$ cat src/rtl/mux_scan_serializer_pkg.sv
// Shared definitions for the scan serializer: state encoding and the
// select-width to data-width helper.
package mux_scan_serializer_pkg;

  localparam logic [0:0] IDLE  = 1'b0;
  localparam logic [0:0] SHIFT = 1'b1;

  function automatic int sel_to_width(input int sel_w);
    return 1 << sel_w;
  endfunction

endpackage

$ cat src/rtl/mux_sel_n.sv
// Combinational WIDTH:1 selector. The one-hot AND-OR form keeps it a flat
// mux tree with no priority chain.
module mux_sel_n
  import mux_scan_serializer_pkg::*;
#(
  parameter int SEL_W = 3
) (
  input  logic [sel_to_width(SEL_W)-1:0] i_data,
  input  logic [SEL_W-1:0]               i_sel,
  output logic                           o_bit
);

  localparam int WIDTH = sel_to_width(SEL_W);

  logic [WIDTH-1:0] w_hit;

  for (genvar gi = 0; gi < WIDTH; gi++) begin : g_hit
    assign w_hit[gi] = i_data[gi] & (i_sel == SEL_W'(gi));
  end

  assign o_bit = |w_hit;

endmodule

$ cat src/rtl/mux_scan_serializer.sv
// Parallel-to-serial front end: holds an accepted word and walks the mux
// select across it, one bit per clock, with valid/last framing.
module mux_scan_serializer
  import mux_scan_serializer_pkg::*;
#(
  parameter int SEL_W     = 3,
  parameter bit MSB_FIRST = 1'b1
) (
  input  logic                           clk,
  input  logic                           rst_n,
  input  logic                           in_valid,
  output logic                           in_ready,
  input  logic [sel_to_width(SEL_W)-1:0] in_data,
  output logic [SEL_W-1:0]               sel,
  output logic                           ser_out,
  output logic                           ser_valid,
  output logic                           ser_last,
  output logic                           busy
);

  localparam int WIDTH = sel_to_width(SEL_W);
  localparam logic [SEL_W-1:0] SEL_FIRST = MSB_FIRST ? SEL_W'(WIDTH - 1) : '0;
  localparam logic [SEL_W-1:0] SEL_TERM  = MSB_FIRST ? '0 : SEL_W'(WIDTH - 1);

  logic [0:0]       r_state;
  logic [WIDTH-1:0] r_data_q;
  logic [SEL_W-1:0] r_sel;

  logic w_busy;
  logic w_last;
  logic w_in_ready;
  logic w_accept;
  logic w_bit;

  assign w_busy     = (r_state == SHIFT);
  assign w_last     = w_busy && (r_sel == SEL_TERM);
  // Ready on the last bit lets the next word reload with no idle bubble.
  assign w_in_ready = !w_busy || w_last;
  assign w_accept   = in_valid && w_in_ready;

  always_ff @(posedge clk or negedge rst_n) begin
    if (!rst_n) begin
      r_state  <= IDLE;
      r_data_q <= '0;
      r_sel    <= '0;
    end else if (w_accept) begin
      r_state  <= SHIFT;
      r_data_q <= in_data;
      r_sel    <= SEL_FIRST;
    end else if (w_last) begin
      // Select parks on the terminal index until the next word arrives.
      r_state <= IDLE;
    end else if (w_busy) begin
      r_sel <= MSB_FIRST ? r_sel - SEL_W'(1) : r_sel + SEL_W'(1);
    end
  end

  mux_sel_n #(
    .SEL_W (SEL_W)
  ) u_mux (
    .i_data (r_data_q),
    .i_sel  (r_sel),
    .o_bit  (w_bit)
  );

  assign in_ready  = w_in_ready;
  assign sel       = r_sel;
  assign ser_out   = w_busy & w_bit;
  assign ser_valid = w_busy;
  assign ser_last  = w_last;
  assign busy      = w_busy;

endmodule
$ cat config.mk
export PLATFORM = sky130hd
export DESIGN_NAME = mux_scan_serializer
export DESIGN_NICKNAME = d
export VERILOG_FILES = /design/src/rtl/mux_scan_serializer_pkg.sv /design/src/rtl/mux_sel_n.sv /design/src/rtl/mux_scan_serializer.sv
export SDC_FILE = /design/constraint.sdc
export NUM_CORES = 1
export LEC_CHECK = 0
export ABC_AREA = 1
export CAP_MARGIN = 20
export CORE_ASPECT_RATIO = 0.5
export CORE_MARGIN = 3
export CORE_UTILIZATION = 25
export CTS_CLUSTER_SIZE = 14
export DETAILED_ROUTE_END_ITERATION = 6
export DONT_BUFFER_PORTS = 1
export PLACE_DENSITY_LB_ADDON = 0.08
export RECOVER_POWER = 100
export SYNTH_ARGS = -nofsm -noshare
export SYNTH_HDL_FRONTEND = slang
export SYNTH_SLANG_ARGS = --single-unit
$ cat constraint.sdc
create_clock -name clk -period 1.3 [get_ports clk]
set_input_delay 0.26 -clock clk [delete_from_list [all_inputs] [get_ports clk]]
set_output_delay 0.26 -clock clk [all_outputs]
set_load 0.1 [all_outputs]
==> summary.txt, run 1 <==
Top Ports -> 19
Port Buf Inserts -> 0
worst flop-to-flop path startpoint -> sel[1]
TritonRoute pass-1 iters -> 4
global placer's final weighted congestion -> 0.734
CTS sink count -> 12
final critical-path share of the clock period -> 1.39
Synth Warn # -> 0
CP peak stage delay -> 0.52 ns
Crit-path slowest cell -> dfrtp_4
reg-to-reg endpoint -> r_data_q[0]
Initial Util -> 0.280
antenna cells -> 0
Cell variety after synth -> 13
vias per cell -> 4.38
flop2flop setup slack -> -0.27 ns
clock root cell -> clkbuf_8
WP data arrival -> 1.54 ns
die footprint -> 0.00335 mm2
worst hold path endpoint -> r_data_q[5]
status -> complete, but fails checks
Relative slew margins -> 0.610
Slew Limit Fails -> 0
Post-DP HPWL -> 1350 um
vias in the first global route -> 648
Syn Area/Cell -> 8.41 um2
clock tree buffer depth -> 2
Synthesized Nets -> 95
Synth Register Bits -> 12
dpl cell area -> 980 um2
final setup margin -> -0.501 ns
# Max-Cap Violations -> 0
drt wl/cell -> 13.2 um
DR vias -> 609
min-delay src -> in_valid
Setup WS pre-CTS -> -0.271 ns
DRC violations left -> 0
CTS Buf Count -> 3
failing checks -> setup timing
RSZ-0062 raised after global routing -> yes
Hold Violations, Final -> 0
antenna-violating nets left -> 0
fmax -> 0.555 GHz
Die H -> 42.5 um
CP cell instances -> inv_4 -> ha_4 -> nand3_1 -> nand2_1 -> nor2_2 -> a21oi_4 -> buf_12
Mapped Cells -> 79
Seq. cell area -> 313 um2
post-route design area -> 0.00120 mm2
startpoint types -> flip-flop
Crit Path Class -> reg -> out
cells on worst reg2reg path -> 10
Worst Hold Class -> in -> reg
fin crit period -> 1.80 ns
Worst Tran Pin Value -> 0.583 ns
Fin Clk Skew -> 0.00294 ns
initial antenna violation count -> 0
clk slew on worst S/H paths -> 0.06 ns
Core Area -> 0.00237 mm2
num rows -> 12
crit path max fanout -> 4
H-tree depth -> 1
synthesized cell area -> 664 um2
Fill cells -> 241
worst skew pair latency -> 0.24 ns
CP Data Required Time -> 1.04 ns
DR iter-0 viols -> 10
critical path capture point type -> primary output
first-pass GRT wire length -> 3030 um
grt ovf -> 0
layout cells sized above 1 -> 0.654
post-synthesis sequential area ratio -> 0.452
Hold Path Depth -> 2
Min Hold Slack -> 0.140 ns
Final Setup Violations -> 16
largest net degree at the start of global routing -> 13
Die X -> 78.9 um
TritonCTS clock tree -> done
total global-route track usage -> 0.120
multi-input combinational cell area -> 487 um2
Post-Route WL -> 1830 um
Area Growth Syn to Fin -> 81.2%
final net count -> 121
[registers in the layout, summed over array words and instances (netlist names)]
signal and cells:
r_data_q 8, busy 1, sel 3
[repair_timing]
action | 4_1_cts | 5_1_grt
gates resized for setup | 9 | 27
hold buffers | 1 | 0
gates cloned | 1 | 0
setup endpoints to repair | 15 | 17
hold endpoints to repair | 12 | 0
setup buffers | 3 | 1
pin swaps | 4 | 10
[cells in the final DEF (no fill, tap or decap)]
cell type	netlist	layout
ha_1	5	2
ha_4	0	3
dlygate4sd3_1	0	1
dfrtp_4	0	3
inv_2	1	1
nand2_2	3	11
nand3_1	18	10
dfrtp_1	12	8
clkbuf_8	0	4
inv_1	6	3
buf_4	1	8
nor2_4	0	1
dfrtp_2	0	1
a21oi_4	0	1
inv_4	0	3
o21ai_2	0	2
nor2_2	0	2
nand3_2	0	8
nand2_1	24	12
nand2_4	0	4
buf_12	0	5
nand2_8	1	2
buf_6	2	9
[how the worst max path moves through the flow]
| stage | start | endpoint | slack (ns) | cells past startpoint |
|---|---|---|---|---|
| 4_1_cts | sel[0] | ser_out | -0.50 | 7 |
| 5_1_grt | sel[1] | ser_out | -0.56 | 7 |
| 6_report | sel[1] | ser_out | -0.50 | 7 |
| 2_1_floorplan | sel[0] | ser_out | -0.62 | 6 |
| 3_5_place_dp | sel[1] | ser_out | -0.27 | 7 |
| 3_3_place_gp | sel[1] | ser_out | -0.25 | 7 |
[layout make-up]
| class | count | area share |
|---|---|---|
| repair buffers | 23 | 0.226 |
| well taps | 35 | 0.0364 |
| inverters | 7 | 0.0281 |
| multi-input cells | 58 | 0.404 |
| flip-flops and latches | 12 | 0.260 |
| clock buffers | 4 | 0.0457 |
[routing by layer]
layer | vias up | routed length, um | GRT usage
met2 | 14 | 861 | 0.197
met5 | - | 0 | 0
met4 | 0 | 0 | 0.0205
met3 | 0 | 150 | 0.0536
li1 | 305 | - | -
met1 | 290 | 818 | 0.149
[stage by stage]
step	util	std cells	TNS (ns)
global placement	0.413	129	-2.68
finish	0.507	139	-3.97
CTS	0.470	138	-4.46
detailed placement	0.413	129	-3.02
floorplan	-	79	-4.03
global route	0.507	139	-4.87
[cell usage after synthesis]
master | count | share of area
inv_2 | 1 | 0.0056
nor2_1 | 3 | 0.017
buf_4 | 1 | 0.011
o21ai_0 | 2 | 0.015
nand2_2 | 3 | 0.028
nand2_8 | 1 | 0.030
a21oi_1 | 1 | 0.0075
nand3_1 | 18 | 0.14
ha_1 | 5 | 0.094
dfrtp_1 | 12 | 0.45
buf_6 | 2 | 0.034
inv_1 | 6 | 0.034
nand2_1 | 24 | 0.14
[worst max-delay path: cells and delay by family (launching register included)]
| kind | cells | cell delay, ns |
|---|---|---|
| DFF | 1 | 0.52 |
| buffers and inverters | 2 | 0.28 |
| and+or+nand+nor | 3 | 0.20 |
| adders and majority gates | 1 | 0.16 |
| AOI/OAI and AO/OA | 1 | 0.13 |
[cells by family after synthesis]
family	after synthesis	share of synthesized area
AND/OR/NAND/NOR	49	0.347
buffers and inverters	10	0.0847
adder cells (fa/ha/maj)	5	0.0942
AO/OA/AOI/OAI	3	0.0226
flip-flops	12	0.452
Power of run 1 is left out: the tool's default activity adds up to more than one toggle a clock period on the data nets, which glitch-free logic cannot reach.
==> inputs of run 2 (changes only) <==
--- a/config.mk
+++ b/config.mk
@@ -5,10 +5,7 @@
 export SDC_FILE = /design/constraint.sdc
 export NUM_CORES = 1
 export LEC_CHECK = 0
-export ABC_AREA = 1
 export CAP_MARGIN = 20
-export CORE_ASPECT_RATIO = 0.5
-export CORE_MARGIN = 3
 export CORE_UTILIZATION = 25
 export CTS_CLUSTER_SIZE = 14
 export DETAILED_ROUTE_END_ITERATION = 6
==> run 2 against run 1 <==
The run still ends with setup timing left; die area is 18% lower; clock skew rose by 0.0018 ns; setup slack worse by 0.16 ns; sequential cell count did not move; fmax is 8.2% lower; routed wire length decreased by 20%; global-route usage grew 0.64 points.
==> summary.txt, run 2 <==
Yosys top cell by area -> dfrtp_1
total global-route track usage -> 0.127 (+0.00641)
worst hold path endpoint -> busy
antenna-violating nets left -> 0 (unchanged)
Hold Violations, Final -> 0 (unchanged)
reg-to-reg endpoint -> r_data_q[7]
Crit Path Class -> reg -> out
TritonCTS clock tree -> done
most common cell after layout, fill and taps aside -> buf_4
worst skew pair latency -> 0.27 ns (+0.03 ns)
layout cells sized above 1 -> 0.676 (+0.0222)
crit path max fanout -> 4 (unchanged)
antenna cells -> 0 (unchanged)
Yosys top cell area share -> 0.472 (+0.0195)
Worst Tran Pin Value -> 0.584 ns (+0.00175 ns)
H-tree depth -> 1 (unchanged)
top-count cell post-synth -> dfrtp_1
post-route design area -> 0.00102 mm2 (-15%)
clock root cell -> clkbuf_4
largest net degree at the start of global routing -> 13 (unchanged)
Area Growth Syn to Fin -> 60.3%
Synth Warn # -> 0 (unchanged)
most frequent cells after synthesis -> 12 x dfrtp_1, 8 x mux2_2, 5 x ha_1
max FFs per register -> 8 (unchanged)
final net count -> 89 (-26%)
vias per cell -> 4.67 (+6.5%)
TritonRoute pass-1 iters -> 2 (-2)
Post-synth EDFFs -> 0 (unchanged)
DR vias -> 462 (-24%)
Die X -> 52.5 um (-34%)
min-delay src -> in_valid
Top Ports -> 19 (unchanged)
num rows -> 17 (+5)
dpl cell area -> 911 um2 (-7.0%)
clock tree buffer depth -> 2 (unchanged)
Hold Path Depth -> 1 (-1)
DRC violations left -> 0 (unchanged)
Post-Place Cells -> 89 (-31%)
synth top area cells -> dfrtp_1 47%, mux2_2 14%, ha_1 9.8%, mux2i_1 3.1%, a21boi_4 2.9%
status -> complete, but fails checks
CP Data Required Time -> 1.04 ns (about the same)
Post-Route WL -> 1460 um (-20%)
Cell variety after synth -> 21 (+8)
final core occ -> 0.444 (-0.0629)
cells on worst reg2reg path -> 7 (-3)
startpoint types -> flip-flop
Biggest register -> r_data_q
Post-synth top flop -> dfrtp_1
Mapped Cells -> 50 (-37%)
Syn Area/Cell -> 12.7 um2 (+51%)
# Max-Cap Violations -> 0 (unchanged)
CTS sink count -> 12 (unchanged)
CTS Buf Count -> 3 (unchanged)
fmax -> 0.510 GHz (-8.2%)
Relative slew margins -> 0.609 (-0.00117)
Synth Register Bits -> 12 (unchanged)
fin cells -> 99 (-29%)
fin crit period -> 1.96 ns (+0.161 ns)
die footprint -> 0.00275 mm2 (-18%)
Port Buf Inserts -> 0 (unchanged)
Fin Clk Skew -> 0.00478 ns (+0.00184 ns)
Fill cells -> 220 (-8.7%)
initial antenna violation count -> 0 (unchanged)
Post-DP HPWL -> 1120 um (-17%)
worst flop-to-flop path startpoint -> sel[0]
most frequent cells in the layout -> 12 x buf_4, 8 x mux2_4, 8 x dfrtp_1, 4 x buf_12
final critical-path share of the clock period -> 1.51 (+0.124)
Synthesized Nets -> 66 (-31%)
Core Area -> 0.00230 mm2 (-3.2%)
first-pass GRT wire length -> 2390 um (-21%)
critical path capture point type -> primary output
drt wl/cell -> 14.7 um (+12%)
DR iter-0 viols -> 3 (-7)
RSZ-0062 raised after global routing -> yes
Final Setup Violations -> 18 (+2)
global placer's final weighted congestion -> 0.660 (-10%)
grt ovf -> 0 (unchanged)
Async SR Flop Fraction -> 1.00 (unchanged)
Slew Limit Fails -> 0 (unchanged)
synthesized cell area -> 637 um2 (-4.1%)
vias in the first global route -> 486 (-25%)
Die H -> 52.5 um (+24%)
WP data arrival -> 1.70 ns (+0.16 ns)
Initial Util -> 0.277 (-0.00283)
failing checks -> setup timing
Worst Hold Class -> in -> reg
flop2flop setup slack -> -0.38 ns (-0.11 ns)
post-synthesis sequential area ratio -> 0.472 (+0.0195)
final setup margin -> -0.662 ns (-0.161 ns)
clk slew on worst S/H paths -> 0.07 ns (about the same)
==> run 2: changes by cell type in the layout (fill, tap and decap cells not counted), sizes merged, moves of 2 or more <==
cell / before / now
buf: 22 / 19
inv: 7 / 3
mux2i: 0 / 2
a22o: 0 / 2
a22oi: 0 / 2
mux2: 0 / 8
nand3: 18 / 1
nand2: 29 / 3
nand2b: 0 / 2
==> run 2: cell type report <==
cell class / instances / area [um2] / share of cell area
Inverter: 3 / 16.3 / 0.0159
Clock buffer: 3 / 22.5 / 0.0221
Timing Repair Buffer: 20 / 218 / 0.213
Multi-Input combinational cell: 33 / 417 / 0.408
Sequential cell: 12 / 313 / 0.306
Tap cell: 28 / 35.0 / 0.0343
==> run 2: cells by family (layout without fill, tap and decap cells) <==
| kind of cell | Yosys count | after routing | synth area share |
|---|---|---|---|
| compound gates | 9 | 9 | 0.128 |
| fa+ha+maj | 5 | 5 | 0.0982 |
| buf+inv | 5 | 26 | 0.0472 |
| flops | 12 | 12 | 0.472 |
| mux | 10 | 10 | 0.173 |
| simple gates | 9 | 9 | 0.0825 |
==> run 2: worst max path at each step <==
stage / startpoint / endpoint / slack, ns / cells past startpoint
floorplan: sel[0] / ser_out / -0.53 / 4
global placement: sel[1] / ser_out / -0.34 / 3
detailed placement: sel[0] / ser_out / -0.36 / 3
CTS: sel[0] / ser_out / -0.67 / 3
global route: sel[0] / ser_out / -0.71 / 4
finish: sel[0] / ser_out / -0.66 / 4
==> run 2: stage by stage <==
stage	hold slack, ns	TNS [ns]	setup slack (ns)
2_1_floorplan	-0.0356	-5.60	-0.533
3_3_place_gp	-0.0352	-2.85	-0.344
3_5_place_dp	-0.0352	-3.11	-0.362
4_1_cts	0.0880	-4.21	-0.666
5_1_grt	0.0833	-6.69	-0.709
6_report	0.0979	-5.85	-0.662
==> run 2: per-layer routing <==
layer	part of all wire	track usage	wire length, um
met1	0.43	0.145	624
met3	0.067	0.0667	97
met5	0	0	0
met2	0.50	0.209	734
met4	0	0.0263	0
==> run 2: worst max-delay path, cell delays in order (launching register included) <==
cell and delay, ns:
dfrtp_4 0.46, inv_4 0.06, ha_4 0.17, a22o_2 0.24
o311a_4 0.49
==> run 2: what timing repair did <==
action / 4_1_cts / 5_1_grt
buffers inserted: 2 / 4
pin swaps: 0 / 3
hold buffers: 1 / 0
endpoints found under the setup margin: 19 / 20
resized for setup: 4 / 3
hold endpoints to repair: 12 / 0
Power of run 2 is left out for the same reason.
